[src/rtl/fir_pkg.sv]
// Shared types and constants for the time-multiplexed 3-tap FIR sequencer.
package fir_pkg;

  localparam int DW_DEF = 16;
  localparam int AW_DEF = 32;

  localparam logic [1:0] H0_ADDR = 2'd0;
  localparam logic [1:0] H1_ADDR = 2'd1;
  localparam logic [1:0] H2_ADDR = 2'd2;

  typedef enum logic [2:0] {
    IDLE = 3'd0,
    MAC0 = 3'd1,
    MAC1 = 3'd2,
    MAC2 = 3'd3,
    OUT  = 3'd4
  } state_t;

endpackage

[src/rtl/fir3_mac_sequencer_if.sv]
// Sample/result handshakes, coefficient write port and status for the FIR sequencer.
interface fir3_mac_sequencer_if #(
  parameter int DW = fir_pkg::DW_DEF,
  parameter int AW = fir_pkg::AW_DEF
);
  logic          in_valid;
  logic          in_ready;
  logic [DW-1:0] x;
  logic          coef_we;
  logic [1:0]    coef_addr;
  logic [DW-1:0] coef_data;
  logic          clr;
  logic          busy;
  logic          y_valid;
  logic          y_ready;
  logic [AW-1:0] y;

  modport master (
    output in_valid, x, coef_we, coef_addr, coef_data, clr, y_ready,
    input  in_ready, busy, y_valid, y
  );

  modport slave (
    input  in_valid, x, coef_we, coef_addr, coef_data, clr, y_ready,
    output in_ready, busy, y_valid, y
  );
endinterface

[src/rtl/fir_mac_unit.sv]
// Shared multiplier plus registered accumulator; unsigned product, modulo-2^AW accumulation.
module fir_mac_unit #(
  parameter int DW = fir_pkg::DW_DEF,
  parameter int AW = fir_pkg::AW_DEF
) (
  input  logic          clk,
  input  logic          rst_n,
  input  logic          clear,
  input  logic          enable,
  input  logic [DW-1:0] a,
  input  logic [DW-1:0] b,
  output logic [AW-1:0] acc
);

  logic [2*DW-1:0] prod;

  assign prod = a * b;

  always_ff @(posedge clk or negedge rst_n) begin
    if (!rst_n) begin
      acc <= '0;
    end else if (clear) begin
      acc <= '0;
    end else if (enable) begin
      acc <= acc + AW'(prod);
    end
  end

endmodule

[src/rtl/fir3_mac_sequencer.sv]
// 3-tap FIR with one shared MAC: coefficient regs, delay line and tap sequencing FSM.
//
//   state | meaning
//   IDLE  | ready for a sample; coefficient writes and clr honoured
//   MAC0  | acc += h0 * d0
//   MAC1  | acc += h1 * d1
//   MAC2  | acc += h2 * d2
//   OUT   | result offered on y until y_ready
module fir3_mac_sequencer
  import fir_pkg::*;
#(
  parameter int DW = DW_DEF,
  parameter int AW = AW_DEF
) (
  input  logic            clk,
  input  logic            rst_n,
  fir3_mac_sequencer_if.slave bus
);

  state_t        state, state_nxt;
  logic [DW-1:0] d0, d1, d2;
  logic [DW-1:0] h0, h1, h2;
  logic [DW-1:0] mac_a, mac_b;
  logic [AW-1:0] acc;
  logic [AW-1:0] y_q;
  logic          accept;
  logic          mac_en;

  always_ff @(posedge clk or negedge rst_n) begin
    if (!rst_n) begin
      state <= IDLE;
    end else begin
      state <= state_nxt;
    end
  end

  always_comb begin
    state_nxt = state;
    accept    = 1'b0;
    mac_en    = 1'b0;
    mac_a     = '0;
    mac_b     = '0;
    case (state)
      IDLE: begin
        if (bus.in_valid) begin
          accept    = 1'b1;
          state_nxt = MAC0;
        end
      end
      MAC0: begin
        mac_en    = 1'b1;
        mac_a     = h0;
        mac_b     = d0;
        state_nxt = MAC1;
      end
      MAC1: begin
        mac_en    = 1'b1;
        mac_a     = h1;
        mac_b     = d1;
        state_nxt = MAC2;
      end
      MAC2: begin
        mac_en    = 1'b1;
        mac_a     = h2;
        mac_b     = d2;
        state_nxt = OUT;
      end
      OUT: begin
        if (bus.y_ready) begin
          state_nxt = IDLE;
        end
      end
      default: state_nxt = IDLE;
    endcase
  end

  // in_valid has priority over clr when both arrive in IDLE
  always_ff @(posedge clk or negedge rst_n) begin
    if (!rst_n) begin
      d0 <= '0;
      d1 <= '0;
      d2 <= '0;
    end else if (accept) begin
      d0 <= bus.x;
      d1 <= d0;
      d2 <= d1;
    end else if (state == IDLE && bus.clr) begin
      d0 <= '0;
      d1 <= '0;
      d2 <= '0;
    end
  end

  always_ff @(posedge clk or negedge rst_n) begin
    if (!rst_n) begin
      h0 <= '0;
      h1 <= '0;
      h2 <= '0;
    end else if (state == IDLE && bus.coef_we) begin
      case (bus.coef_addr)
        H0_ADDR: h0 <= bus.coef_data;
        H1_ADDR: h1 <= bus.coef_data;
        H2_ADDR: h2 <= bus.coef_data;
        default: ;
      endcase
    end
  end

  fir_mac_unit #(.DW(DW), .AW(AW)) u_mac (
    .clk    (clk),
    .rst_n  (rst_n),
    .clear  (accept),
    .enable (mac_en),
    .a      (mac_a),
    .b      (mac_b),
    .acc    (acc)
  );

  // acc is frozen in OUT; y_q keeps the last result once acc is cleared by the next sample
  always_ff @(posedge clk or negedge rst_n) begin
    if (!rst_n) begin
      y_q <= '0;
    end else if (state == OUT) begin
      y_q <= acc;
    end
  end

  assign bus.y        = (state == OUT) ? acc : y_q;
  assign bus.y_valid  = (state == OUT);
  assign bus.in_ready = (state == IDLE);
  assign bus.busy     = (state != IDLE);

endmodule

[src/flat_wrapper.sv]
// flat-port wrapper written by rule: the top's interface ports become plain ports
module fir3_mac_sequencer_flat import fir_pkg::*;
#(
  parameter int DW = DW_DEF,
  parameter int AW = AW_DEF
)
  (clk, rst_n, bus_in_valid, bus_x, bus_coef_we, bus_coef_addr, bus_coef_data, bus_clr, bus_y_ready, bus_in_ready, bus_busy, bus_y_valid, bus_y);
  fir3_mac_sequencer_if #(.DW(DW), .AW(AW)) bus_i ();
  input  logic clk;
  input  logic rst_n;
  input wire logic [$bits(bus_i.in_valid)-1:0] bus_in_valid;
  input wire logic [$bits(bus_i.x)-1:0] bus_x;
  input wire logic [$bits(bus_i.coef_we)-1:0] bus_coef_we;
  input wire logic [$bits(bus_i.coef_addr)-1:0] bus_coef_addr;
  input wire logic [$bits(bus_i.coef_data)-1:0] bus_coef_data;
  input wire logic [$bits(bus_i.clr)-1:0] bus_clr;
  input wire logic [$bits(bus_i.y_ready)-1:0] bus_y_ready;
  output wire logic [$bits(bus_i.in_ready)-1:0] bus_in_ready;
  output wire logic [$bits(bus_i.busy)-1:0] bus_busy;
  output wire logic [$bits(bus_i.y_valid)-1:0] bus_y_valid;
  output wire logic [$bits(bus_i.y)-1:0] bus_y;
  assign bus_i.in_valid = bus_in_valid;
  assign bus_i.x = bus_x;
  assign bus_i.coef_we = bus_coef_we;
  assign bus_i.coef_addr = bus_coef_addr;
  assign bus_i.coef_data = bus_coef_data;
  assign bus_i.clr = bus_clr;
  assign bus_i.y_ready = bus_y_ready;
  assign bus_in_ready = bus_i.in_ready;
  assign bus_busy = bus_i.busy;
  assign bus_y_valid = bus_i.y_valid;
  assign bus_y = bus_i.y;
  fir3_mac_sequencer #(.DW(DW), .AW(AW)) u_core (.clk(clk), .rst_n(rst_n), .bus(bus_i));
endmodule
[config.mk]
export PLATFORM = sky130hd
export DESIGN_NAME = fir3_mac_sequencer_flat
export DESIGN_NICKNAME = d
export VERILOG_FILES = /design/src/rtl/fir_pkg.sv /design/src/rtl/fir3_mac_sequencer_if.sv /design/src/rtl/fir_mac_unit.sv /design/src/rtl/fir3_mac_sequencer.sv /design/src/flat_wrapper.sv
export SDC_FILE = /design/constraint.sdc
export NUM_CORES = 1
export LEC_CHECK = 0
export CELL_PAD_IN_SITES_DETAIL_PLACEMENT = 1
export CELL_PAD_IN_SITES_GLOBAL_PLACEMENT = 2
export CORE_MARGIN = 1
export CORE_UTILIZATION = 37
export CTS_CLUSTER_DIAMETER = 150
export DETAILED_ROUTE_END_ITERATION = 6
export GPL_TIMING_DRIVEN = 0
export PLACE_DENSITY = 0.77
export SLEW_MARGIN = 20
export SYNTH_ARGS = -nofsm -noshare
export SYNTH_HDL_FRONTEND = slang
export SYNTH_SLANG_ARGS = --single-unit
export TNS_END_PERCENT = 5
[constraint.sdc]
create_clock -name clk -period 6.1 [get_ports clk]
set_input_delay 1.22 -clock clk [delete_from_list [all_inputs] [get_ports clk]]
set_output_delay 1.22 -clock clk [all_outputs]
set_load 0.01 [all_outputs]
Word level (Yosys, flattened, before mapping)
Index checks and enable logic that the tools add are counted.
{ "word_totals": {"latchBits": 0, "out_inout_bits": 35, "ramBits": 0, "mem_bits_ro": 0, "wordCells": 46, "inputBits": 40, "ff_bits": 163, "n_memories": 0} }
{ "op_classes": {"n_mul": 1, "reduce_logical": 12, "magnitude_cmp": 0, "mux": 15, "n_div": 0, "shift": 0, "bitwise_logic": 0, "eq_ne": 8, "add_sub_neg": 1} }
{ "op_table": {"columns": ["cell", "n"], "rows": [
  ["$mux W32", 3],
  ["$pmux W16 S3", 2],
  ["$mux W16", 4],
  ["$add A32 B32 Y32", 1],
  ["$mul A16 B16 Y32", 1],
  ["$pmux W3 S5", 1],
  ["$reduce_and A2 Y1", 4],
  ["$eq A3 B2 Y1 const B", 2],
  ["$mux W3", 2],
  ["$ne A2 B2 Y1 const B", 2],
  ["$reduce_bool A2 Y1", 2],
  ["$eq A3 B1 Y1 const B", 1],
  ["$eq A3 B3 Y1 const B", 1],
  ["$logic_not A3 Y1", 1],
  ["$mux W1", 3],
  ["$reduce_bool A3 Y1", 1],
  ["$reduce_or A3 Y1", 1],
  ["$eq A2 B1 Y1 const B", 1],
  ["$eq A2 B2 Y1 const B", 1],
  ["$logic_and A1 B1 Y1", 2],
  ["$logic_not A2 Y1", 1]
]} }

Depth between registers and ports, before layout
{ "depth": {"depth_word": 6, "mapped_depth": 28} }

Cells and area by module
Synthesis repeated with hierarchy kept, for this count alone.
{ "hier_totals": {"cells_unflattened": 1682, "hier_area_um2": 16569.6} }
{ "modules_own_cells": {"columns": ["module", "cells_per_inst", "seq_area_each_um2", "instances", "area_per_inst_um2"], "rows": [
  ["fir_mac_unit", 1274, 800.8, 1, 10964.3],
  ["fir3_mac_sequencer", 408, 3278.1, 1, 5605.4]
]} }

Worst setup path before layout
No wires, ideal clock.
{ "synth_timing": {"path_kind": "reg2reg", "startpoint": "register u_core.state[0]", "endpoint": "register u_core.u_mac.acc[27]", "period_less_slack_ns": 6.343, "arrival_ns": 6.211, "n_path_buf": 3, "setup_ns": 0.132, "path_slack_ns": -0.243, "path_stages_with_launch": 25, "cell_sequence": "dfrtp_1 -> buf_4 -> buf_4 -> buf_2 -> mux2_2 -> nand2_1 -> a21oi_2 -> nand2_1 -> fa_1 -> fa_1 -> fa_1 -> fa_1 -> inv_1 -> fa_1 -> inv_1 -> fa_1 -> inv_1 -> ha_1 -> a21oi_1 -> and2_1 -> a2bb2oi_2 -> o2111ai_2 -> a211oi_1 -> xor2_1 -> o21ai_1"} }
{ "synth_between": {"elab_chain_cells": 6, "elab_cells_between_ends": 14, "cone_classes": "1 x add/sub; 1 x mul; 3 x eq/ne; 6 x mux; 3 x reduce/logical"} }
{ "synth_lines": {"columns": ["item", "line", "rtl"], "rows": [
  ["from (decl)", "fir3_mac_sequencer.sv:20", "state_t state, state_nxt;"],
  ["from (signal assigned)", "fir3_mac_sequencer.sv:33", "state <= state_nxt;"],
  ["$eq A3 B2 Y1 / $eq A3 B1 Y1 (equally long branches)", "fir3_mac_sequencer.sv:43", "case (state)"],
  ["$pmux W16 S3", "fir3_mac_sequencer.sv:43", null],
  ["$mul A16 B16 Y32", "fir_mac_unit.sv:17", "assign prod = a * b;"],
  ["$add A32 B32 Y32", "fir_mac_unit.sv:25", "acc <= acc + AW'(prod);"],
  ["$mux W32", "fir_mac_unit.sv:24", "end else if (enable) begin"],
  ["$mux W32", "fir_mac_unit.sv:22", "end else if (clear) begin"],
  ["to (signal assigned)", "fir_mac_unit.sv:25", null],
  ["to (decl)", "fir_mac_unit.sv:12", "output logic [AW-1:0] acc"]
]} }
Several ways; a longest one is shown, not always the timed one. The select of a mux whose other input is x is not followed.
A chain may end at the register's enable or synchronous reset.

Final worst setup path
{ "layout_timing": {"startpoint": "register u_core.state[1]", "endpoint": "register u_core.u_mac.acc[29]"} }
Same word-level chain as after synthesis.

==> impl_metrics.json <==
{
  "drt-met1-wl_um": 23800,
  "holdPathEnd": "u_core.y_q[15]$_DFF_PN0_",
  "fin_nets": 2262,
  "die_w_um": 212.4,
  "setup_viol": 19,
  "placed_cells": 2367,
  "netlist_area_mm2": 0.01638,
  "ios": 75,
  "yosys.cell_types.count": 59,
  "gr-total-overflow": 0,
  "synth_commonest_cells": "inv_1, nand2_1, fa_1, dfrtp_1, nor2_1",
  "total_leakage_power_nw": 9.744,
  "post_drt_wl_per_cell_um": 21.38,
  "powerDensity_mw_per_mm2": 625.1,
  "met3WireLength_um": 1824,
  "rsz0062_at_grt": "yes",
  "post-route-period-util": 1.104,
  "synth_area_leaders": "fa_1, dfrtp_1, inv_1",
  "whs_path_depth": 1,
  "synth.avg_cell_area_um2": 9.595,
  "coreArea_mm2": 0.04336,
  "clkTransAtPathRegs_ps": 80,
  "slew_headroom": 0.3961,
  "gp_congestion": 0.8845,
  "dieArea_mm2": 0.04511,
  "violations": "setup timing",
  "final.min_clock_period_ps": 6734,
  "synth_edf_count": 0,
  "area_delta_synth_final_pct": 25.94,
  "wl_met2_um": 26000,
  "final_cells": 2496,
  "regToRegEndpoint": "u_core.u_mac.acc[29]$_DFFE_PN0P_",
  "cts_tree": "built",
  "crit_slowest_cell": "fa_1",
  "yosysMostFrequentCell": "inv_1",
  "antenna_cells": 0,
  "clk_path_buf_depth": 2,
  "synth_top_flop_cell": "dfrtp_1",
  "cpPeakStageDelay_ps": 550,
  "first_pass_iters": 4,
  "crit_top_cell": "fa_1",
  "synthArstFlopShare": 1.000,
  "ir_drop_mv": 0.3342,
  "drt-total-wl_um": 53360,
  "synthDominantCellAreaShare": 0.2750,
  "drt-initial-drc-count": 636,
  "fin_skew_ps": 23.10,
  "finalWorstSetupSlack_ps": -634.2,
  "avgViaCountPerCell": 5.114,
  "ff_latch_area_mm2": 0.004083,
  "drc": 0,
  "status": "complete, but fails checks",
  "dr_total_vias": 12770,
  "syn_inst": 1707,
  "path_class": "reg2reg",
  "end_kind": "register",
  "cp.arrival_ps": 7070,
  "cts_buffers": 17,
  "hold_viol": 0,
  "antenna_found_initial": 0,
  "dp_hpwl_um": 41250,
  "initial_core_util": 0.3777,
  "num-fill-cells": 4859,
  "synth_fp_nets": 2071,
  "multi_input_area_mm2": 0.01155,
  "highest_layer": "met4",
  "drive_above_1_share": 0.2350,
  "portBuffers": 74,
  "cts-htree-levels": 4,
  "dp_slack_ps": -1500,
  "grt_pass1_vias": 14350,
  "critical_path_peak_fanout": 10,
  "rrSetupSlack_ps": -630,
  "drv_slew": 0,
  "row_count": 76,
  "ys_ff_latch": 163,
  "die-height_um": 212.4,
  "start_kind": "register",
  "hp-start": "u_core.y_q[15]$_DFF_PN0_",
  "fmax_mhz": 148.5,
  "final_antenna_net_count": 0,
  "yosys_warnings": 0,
  "cts.sinks": 163,
  "grt_use_total": 0.2560,
  "rr_startpoint": "u_core.state[1]$_DFFE_PN0P_",
  "worstPathRequired_ps": 6440,
  "grt_max_degree": 88,
  "synth_top_area_cell": "fa_1",
  "clock-root-buffer": "clkbuf_16",
  "cap_violations": 0,
  "yosysSeqAreaShare": 0.2490,
  "grt_pass1_wl_um": 85560,
  "tightest_slew_ps": 905.9,
  "hold_class": "reg2reg",
  "r2r_cells": 27,
  "clock_latency_ps": 480
}
## how the worst max path moves through the flow
| stage | startpoint | endpoint | slack [ps] |
|---|---|---|---|
| after floorplan | u_core.state[0]$_DFFE_PN0P_ | u_core.u_mac.acc[29]$_DFFE_PN0P_ | -50 |
| after global routing | u_core.state[1]$_DFFE_PN0P_ | u_core.u_mac.acc[29]$_DFFE_PN0P_ | -860 |
| after global placement | rst_n | u_core.u_mac.acc[27]$_DFFE_PN0P_ | -3260 |
| after CTS | u_core.state[0]$_DFFE_PN0P_ | u_core.u_mac.acc[29]$_DFFE_PN0P_ | -590 |
| final | u_core.state[1]$_DFFE_PN0P_ | u_core.u_mac.acc[29]$_DFFE_PN0P_ | -630 |
| after detailed placement | u_core.state[2]$_DFFE_PN0P_ | u_core.u_mac.acc[29]$_DFFE_PN0P_ | -1500 |
## cell type report
cell class,count,share of cell area
Multi-Input combinational cell,1122,0.5601
Sequential cell,163,0.1979
Buffer,60,0.02524
Inverter,351,0.06400
Tap cell,585,0.03549
Clock inverter,14,0.006551
Clock buffer,18,0.02129
Timing Repair Buffer,183,0.08935
## sequential cells by signal, indices dropped and copies added (netlist names)
signal	cells
u_core.d1	16
u_core.h2	16
u_core.h0	16
u_core.state	3
u_core.y_q	32
u_core.u_mac.acc	32
u_core.d2	16
u_core.d0	16
u_core.h1	16
## kinds of logic after synthesis
kind of cell	Yosys count	share of synthesized area
AO/OA/AOI/OAI	227	0.09832
flip-flops	163	0.2490
AND/OR/NAND/NOR	432	0.1104
XOR/XNOR	26	0.01390
buffers and inverters	422	0.1001
multiplexers	113	0.07762
adder cells (fa/ha/maj)	324	0.3506
## timing repair
item | 4_1_cts | 5_1_grt
cloned | 4 | 0
resized for setup | 210 | 23
hold endpoints to repair | 0 | 0
pin swaps | 85 | 13
buffers inserted | 102 | 3
hold buffers | 0 | 0
endpoints found under the setup margin | 24 | 24
## where the power goes
| group | internal, mW | leakage (nW) | switching, mW | total, mW |
|---|---|---|---|---|
| combinational | 4.30 | 7.38 | 5.63 | 9.93 |
| clock | 0.552 | 0.278 | 0.553 | 1.11 |
| sequential | 1.56 | 2.08 | 0.305 | 1.86 |
| total | 6.41 | 9.74 | 6.49 | 12.9 |
## cell usage in the layout (no fill, tap or decap), types with 11 or more instances in the layout
cell type	netlist	final
a21o_1	31	12
a21o_4	0	16
a21oi_1	53	24
a21oi_4	0	23
a22o_1	50	50
a22oi_2	0	11
buf_12	0	19
buf_4	5	87
buf_6	0	12
clkbuf_1	33	14
clkbuf_16	0	17
clkdlybuf4s50_1	0	73
dfrtp_1	163	160
fa_1	225	219
ha_1	99	86
inv_1	350	346
mux2_2	111	104
nand2_1	239	221
nand2_2	2	16
nor2_1	118	106
nor3_1	29	27
o21ai_0	21	14
o21ai_1	6	11
xor2_1	15	15
## through the flow
stage                       util  hold WS [ps]  total power, mW  cell area (um2)  TNS, ps
after floorplan                -         458.0            7.197            16620   -62.99
after global placement    0.4173         472.7            9.679            18090  -545380
after detailed placement  0.4180         479.9            9.812            18130   -21910
after CTS                 0.4731         497.0            12.74            20520    -7225
after global routing      0.4757         509.9            13.95            20630   -11840
final                     0.4757         495.5            12.89            20630    -7381
## critical path: cells and delay by family (launching register included)
kind,cells,cell delay (ps)
AO/OA/AOI/OAI,7,1220
flip-flops,1,450
AND/OR/NAND/NOR,3,310
adder cells (fa/ha/maj),7,3380
buffers and inverters,9,1040
XOR/XNOR,1,170
## per-layer routing
metal | vias up | GRT usage
met3 | 82 | 0.03412
li1 | 5745 | -
met1 | 6700 | 0.3393
met5 | - | 0
met2 | 238 | 0.4260
met4 | 0 | 0.09576
Power figures use the tool's default switching activity.
